`config.mk`:
```
export PLATFORM = sky130hd
export DESIGN_NAME = ysyx_22040386_mdu_seq
export DESIGN_NICKNAME = d
export VERILOG_FILES = /design/src/rtl/ysyx_22040386_mdu_seq.sv
export SDC_FILE = /design/constraint.sdc
export NUM_CORES = 2
export LEC_CHECK = 0
export BUFFER_PORTS_ARGS = -buffer_cell sky130_fd_sc_hd__buf_4
export CAP_MARGIN = 20
export CORE_UTILIZATION = 31
export CTS_BUF_LIST = sky130_fd_sc_hd__clkbuf_4 sky130_fd_sc_hd__clkbuf_8 sky130_fd_sc_hd__clkbuf_16
export DETAILED_ROUTE_END_ITERATION = 16
export PLACE_DENSITY = 0.55
export REMOVE_ABC_BUFFERS = 1
export SKIP_CTS_REPAIR_TIMING = 1
export SLEW_MARGIN = 10
export SYNTH_ARGS = -nofsm -noshare
export SYNTH_HDL_FRONTEND = slang
export SYNTH_SLANG_ARGS = --single-unit
export TNS_END_PERCENT = 1
```
`constraint.sdc`:
```
create_clock -name clk -period 8.2 [get_ports clk]
set_input_delay 0.82 -clock clk [delete_from_list [all_inputs] [get_ports clk]]
set_output_delay 0.82 -clock clk [all_outputs]
set_load 0.03 [all_outputs]
```
`src/rtl/ysyx_22040386_mdu_seq.sv`:
```
// Multi-cycle RV64M multiply/divide sequencer: shift-add multiply, restoring divide.
// One op in flight, stalls the front end while busy, squashed by pipeline flush.
module ysyx_22040386_mdu_seq #(
  parameter int XLEN = 64
) (
  input  logic            clk,
  input  logic            rst_n,
  input  logic            i_valid,
  input  logic [2:0]      i_funct3,
  input  logic            i_word,
  input  logic [XLEN-1:0] i_src1,
  input  logic [XLEN-1:0] i_src2,
  input  logic            i_flush,
  output logic            o_ready,
  output logic            o_valid,
  output logic [XLEN-1:0] o_result,
  output logic            o_stall
);

  localparam int CW = $clog2(XLEN) + 1;

  typedef enum logic [1:0] {
    S_IDLE = 2'd0,
    S_BUSY = 2'd1,
    S_DONE = 2'd2
  } state_e;

  // Handshake: a request is i_valid held stable while o_stall=1; the result is
  // taken in the single cycle o_valid=1, after which the sequencer is idle again.
  state_e            r_state;
  logic [CW-1:0]     r_cnt;
  logic [XLEN-1:0]   r_result;
  logic [2:0]        r_funct3;
  logic              r_word;
  logic              r_neg;
  logic              r_rem_neg;
  logic [2*XLEN-1:0] r_acc;
  logic [2*XLEN-1:0] r_mcand;
  logic [XLEN-1:0]   r_mplier;
  logic [XLEN-1:0]   r_rem;
  logic [XLEN-1:0]   r_quo;
  logic [XLEN-1:0]   r_dvsr;

  logic              w_is_div;
  logic              w_sgn1;
  logic              w_sgn2;
  logic [XLEN-1:0]   w_ext1;
  logic [XLEN-1:0]   w_ext2;
  logic              w_neg1;
  logic              w_neg2;
  logic [XLEN-1:0]   w_mag1;
  logic [XLEN-1:0]   w_mag2;
  logic [XLEN-1:0]   w_min;
  logic              w_div_zero;
  logic              w_ovf;
  logic [XLEN-1:0]   w_special_res;
  logic [XLEN-1:0]   w_quo_init;

  logic [2*XLEN-1:0] w_acc_n;
  logic [XLEN:0]     w_trial;
  logic [XLEN:0]     w_diff;
  logic              w_ge;
  logic [XLEN-1:0]   w_rem_n;
  logic [XLEN-1:0]   w_quo_n;
  logic [2*XLEN-1:0] w_prod_fix;
  logic [XLEN-1:0]   w_mul_res;
  logic [XLEN-1:0]   w_div_res;
  logic [XLEN-1:0]   w_final;

  function automatic logic [XLEN-1:0] fix_word(input logic w, input logic [XLEN-1:0] v);
    return w ? {{(XLEN-32){v[31]}}, v[31:0]} : v;
  endfunction

  // Operand decode: MULHSU treats only rs1 as signed; MUL's low half is sign-agnostic.
  always_comb begin
    w_is_div      = i_funct3[2];
    w_sgn1        = ~((i_funct3 == 3'b011) || (i_funct3 == 3'b101) || (i_funct3 == 3'b111));
    w_sgn2        = (i_funct3 == 3'b000) || (i_funct3 == 3'b001) ||
                    (i_funct3 == 3'b100) || (i_funct3 == 3'b110);
    w_ext1        = i_word ? {{(XLEN-32){w_sgn1 & i_src1[31]}}, i_src1[31:0]} : i_src1;
    w_ext2        = i_word ? {{(XLEN-32){w_sgn2 & i_src2[31]}}, i_src2[31:0]} : i_src2;
    w_neg1        = w_sgn1 & w_ext1[XLEN-1];
    w_neg2        = w_sgn2 & w_ext2[XLEN-1];
    w_mag1        = w_neg1 ? (~w_ext1 + 1'b1) : w_ext1;
    w_mag2        = w_neg2 ? (~w_ext2 + 1'b1) : w_ext2;
    w_min         = i_word ? {{(XLEN-31){1'b1}}, 31'b0} : {1'b1, {(XLEN-1){1'b0}}};
    w_div_zero    = w_is_div & (w_ext2 == '0);
    w_ovf         = w_is_div & ~i_funct3[0] & (w_ext1 == w_min) & (&w_ext2);
    w_special_res = '0;
    if (w_div_zero) begin
      w_special_res = i_funct3[1] ? w_ext1 : '1;
    end else if (w_ovf) begin
      w_special_res = i_funct3[1] ? '0 : w_min;
    end
    // Word divides start with the dividend in the upper half so 32 shifts consume it.
    w_quo_init    = i_word ? (w_mag1 << 32) : w_mag1;
  end

  // One iteration of each datapath plus the sign fix applied on the final edge.
  always_comb begin
    w_acc_n    = r_mplier[0] ? (r_acc + r_mcand) : r_acc;
    w_trial    = {r_rem, r_quo[XLEN-1]};
    w_diff     = w_trial - {1'b0, r_dvsr};
    w_ge       = ~w_diff[XLEN];
    w_rem_n    = w_ge ? w_diff[XLEN-1:0] : w_trial[XLEN-1:0];
    w_quo_n    = {r_quo[XLEN-2:0], w_ge};
    w_prod_fix = r_neg ? (~w_acc_n + 1'b1) : w_acc_n;
    w_mul_res  = (r_funct3[1:0] == 2'b00) ? w_prod_fix[XLEN-1:0] : w_prod_fix[2*XLEN-1:XLEN];
    if (r_funct3[1]) begin
      w_div_res = r_rem_neg ? (~w_rem_n + 1'b1) : w_rem_n;
    end else begin
      w_div_res = r_neg ? (~w_quo_n + 1'b1) : w_quo_n;
    end
    w_final    = fix_word(r_word, r_funct3[2] ? w_div_res : w_mul_res);
  end

  always_ff @(posedge clk or negedge rst_n) begin
    if (!rst_n) begin
      r_state   <= S_IDLE;
      r_cnt     <= '0;
      r_result  <= '0;
      r_funct3  <= '0;
      r_word    <= 1'b0;
      r_neg     <= 1'b0;
      r_rem_neg <= 1'b0;
      r_acc     <= '0;
      r_mcand   <= '0;
      r_mplier  <= '0;
      r_rem     <= '0;
      r_quo     <= '0;
      r_dvsr    <= '0;
    end else if (i_flush) begin
      r_state <= S_IDLE;
      r_cnt   <= '0;
    end else begin
      case (r_state)
        S_IDLE: begin
          if (i_valid) begin
            r_funct3  <= i_funct3;
            r_word    <= i_word;
            r_neg     <= w_neg1 ^ w_neg2;
            r_rem_neg <= w_neg1;
            r_acc     <= '0;
            r_mcand   <= {{XLEN{1'b0}}, w_mag1};
            r_mplier  <= w_mag2;
            r_rem     <= '0;
            r_quo     <= w_quo_init;
            r_dvsr    <= w_mag2;
            if (w_div_zero || w_ovf) begin
              r_state  <= S_DONE;
              r_result <= fix_word(i_word, w_special_res);
            end else begin
              r_state <= S_BUSY;
              r_cnt   <= i_word ? CW'(32) : CW'(XLEN);
            end
          end
        end
        S_BUSY: begin
          r_acc    <= w_acc_n;
          r_mcand  <= r_mcand << 1;
          r_mplier <= r_mplier >> 1;
          r_rem    <= w_rem_n;
          r_quo    <= w_quo_n;
          r_cnt    <= r_cnt - 1'b1;
          if (r_cnt == CW'(1)) begin
            r_state  <= S_DONE;
            r_result <= w_final;
          end
        end
        S_DONE: r_state <= S_IDLE;
        default: r_state <= S_IDLE;
      endcase
    end
  end

  assign o_ready  = (r_state == S_IDLE);
  assign o_valid  = (r_state == S_DONE) & ~i_flush;
  assign o_result = r_result;
  assign o_stall  = i_valid & ~o_valid & ~i_flush;

endmodule

```
==> results.json <==
{
  "status": "finished, final reports clean",
  "cp.arrival_ns": 7.98,
  "yosys.area_share.adder": 0.0441,
  "synth_edf_count": 0,
  "coreArea_um2": 183000,
  "synth_top_area_share": 0.258,
  "drc": 0,
  "die_w_um": 432,
  "cts_tree": "done",
  "syn_to_final_growth_pct": 12.7,
  "die_h_um": 432,
  "fin_skew_ns": 0.0599,
  "synth_top_family_by_area": "compound AO/OA/AOI/OAI gates",
  "slew_viol_final": 0,
  "grt_use_total": 0.314,
  "synth_mux_area_frac": 0.0298,
  "slew_headroom": 0.154,
  "drive_above_1_share": 0.0937,
  "first_iter_violations": 8378,
  "layout_commonest_cell": "nand2_1",
  "r2r-end": "o_result[56]",
  "r2r_cells": 19,
  "worstPathRequired_ns": 8.85,
  "cts_sinks": 591,
  "regToRegSetupSlack_ns": 0.87,
  "synth.area.top_cells": "dfrtp_1, nand2_1, o21ai_0, a21oi_1, nor2_1",
  "setup_violations": 0,
  "synth_seq_cells": 591,
  "final_cell_mix": "nand2_1, o21ai_0, nor2_1, a21oi_1, dfrtp_1",
  "io_buffers": 202,
  "grt_pass1_wl_um": 434000,
  "r2r-start": "r_mcand[0]",
  "rsz0062_at_grt": "false",
  "leakage_uw": 0.0260,
  "cp-start-kind": "flip-flop",
  "ir_drop_uv": 280,
  "vias": 65400,
  "min_period_ns": 7.33,
  "avgSynthCellArea_um2": 7.22,
  "synth_seq_area_share": 0.258,
  "fin_nets": 8241,
  "h-tree-depth": 3,
  "crit_fanout": 9,
  "total_power_uw": 23200,
  "power.density_nw_per_um2": 359,
  "cts.path.max_buffers": 3,
  "cp-end-kind": "flip-flop",
  "path_class": "reg2reg",
  "pin_count": 203,
  "antenna_found_initial": 11,
  "synth.distinct_cells": 122,
  "fmax_mhz": 136,
  "detail_route.wl_per_cell_um": 29.1,
  "worstSkewPairLatency_ns": 0.76,
  "die-area_um2": 187000,
  "grt_overflow": 0,
  "fp-row-count": 157,
  "viasPerCell": 6.26,
  "worstMarginPinSlew_ns": 1.26,
  "fin_setup_tns_ns": 0,
  "globalplace.congestion": 1.10,
  "numCtsBuffers": 80,
  "hold_class": "in2async",
  "hpwl_um": 237000,
  "drtAntennaViolNets": 0,
  "clkTransAtPathRegs_ns": 0.06,
  "synth_compound_area_frac": 0.302,
  "ys.flop_type": "dfrtp_1",
  "grt_max_degree": 188,
  "root_buffer": "clkbuf_16",
  "yosysTopAreaCell": "dfrtp_1",
  "synthArstFlopShare": 1.00,
  "drt_wl_total_um": 304000,
  "finalHoldViolCount": 0,
  "start_util": 0.313,
  "holdWs_ns": 0.0159,
  "cap_viol_max_count": 0,
  "synthCells": 7946,
  "synth_xor_area_frac": 0.0515,
  "synth_area_um2": 57400,
  "post-route-period-util": 0.894,
  "synth-simple-area-share": 0.265,
  "firstDrtPassIters": 10,
  "yosysWarnings": 0,
  "grt_pass1_vias": 60500
}
## logic make-up (layout without fill, tap and decap cells)
family / after synthesis / in the layout
AOI/OAI and AO/OA: 2721 / 2721
DFF: 591 / 591
adders and majority gates: 201 / 201
other: 0 / 5
buffers and inverters: 711 / 734
xor gates and xnor gates: 337 / 337
and+or+nand+nor: 3217 / 3217
muxes: 168 / 168
## registers in the layout, indices dropped and copies added (netlist names), 2 cells and up
signal / count
r_acc: 128
r_mcand: 128
o_result: 64
r_dvsr: 64
r_mplier: 64
r_quo: 64
r_rem: 64
r_cnt: 7
r_funct3: 3
r_state: 2
## synthesized netlist by cell type (29+ instances only)
cell,number
and4_1,48
o21bai_1,34
o41ai_1,32
a22o_1,56
o21ai_1,32
xnor2_1,175
a31oi_1,127
and3_1,45
nor4_1,119
nand2_1,1176
a211oi_1,87
or3_1,90
inv_1,176
a211o_1,39
o31ai_1,113
nor2b_1,44
o211ai_1,73
clkbuf_1,390
mux2i_1,144
buf_1,50
nor3_1,209
a22oi_1,31
nand3_1,239
or4_1,54
buf_2,76
nor2_1,766
and2_1,42
o221ai_1,29
a221oi_1,87
a21o_1,82
a21oi_1,645
ha_1,199
o21a_1,65
or2_2,37
xor2_1,162
o21ai_0,854
dfrtp_1,591
nand4_1,170
nand2b_1,69
## power by group
group	leakage (uW)	switching (uW)	internal [uW]
clock network	0.00147	1660	2430
registers	0.00767	991	3640
logic	0.0169	9890	4630
total	0.0260	12500	10700
## critical path: stages, from the launching register on
cell       delay [ns]
dfrtp_1          0.38
ha_1             0.23
inv_1            0.07
fa_1             0.40
nand2b_1         0.24
a21oi_1          0.42
o31a_1           0.55
o2111ai_1        0.32
a31oi_1          0.68
a211oi_2         0.09
buf_4            0.20
nor4_1           0.90
nor2_1           0.31
a2111oi_1        0.45
buf_4            0.22
nand2_1          0.20
or4_1            0.53
a32oi_1          0.49
o221ai_1         0.26
a221oi_2         0.26
## area by class of cell
type | instances | area (um^2)
Antenna cell | 5 | 12.5
Timing Repair Buffer | 409 | 3210
Fill cell | 19700 | 119000
Sequential cell | 591 | 14800
Multi-Input combinational cell | 6644 | 39900
Clock buffer | 107 | 2320
Tap cell | 2464 | 3080
Clock inverter | 40 | 682
Inverter | 178 | 671
## how the worst max path moves through the flow
stage / start / end / slack, ns / cells past startpoint
final: r_mcand[0] / o_result[56] / 0.87 / 19
after global routing: r_mcand[0] / o_result[22] / 0.71 / 22
after CTS: r_rem[53] / o_result[58] / 1.20 / 23
after detailed placement: r_rem[53] / o_result[58] / 1.28 / 23
after global placement: r_quo[63] / o_result[58] / 1.29 / 26
after floorplan: i_valid / r_dvsr[63] / -14.70 / 4
## per-layer routing
layer / wire (um) / track usage / up-vias
met5: 56 / 0 / -
met4: 23800 / 0.200 / 8
met3: 26100 / 0.0606 / 806
met2: 133000 / 0.493 / 3459
met1: 121000 / 0.394 / 31700
li1: - / - / 29400
## metrics by stage
stage	cells	util	worst slack, ns	instance area [um^2]
final	10400	0.352	0.866	64700
after global routing	10400	0.352	0.705	64700
after CTS	10400	0.352	1.20	64600
after detailed placement	10300	0.336	1.28	61600
after global placement	10300	0.336	1.29	61600
after floorplan	7413	-	-14.70	55200
(Power assumes the default switching activity.)
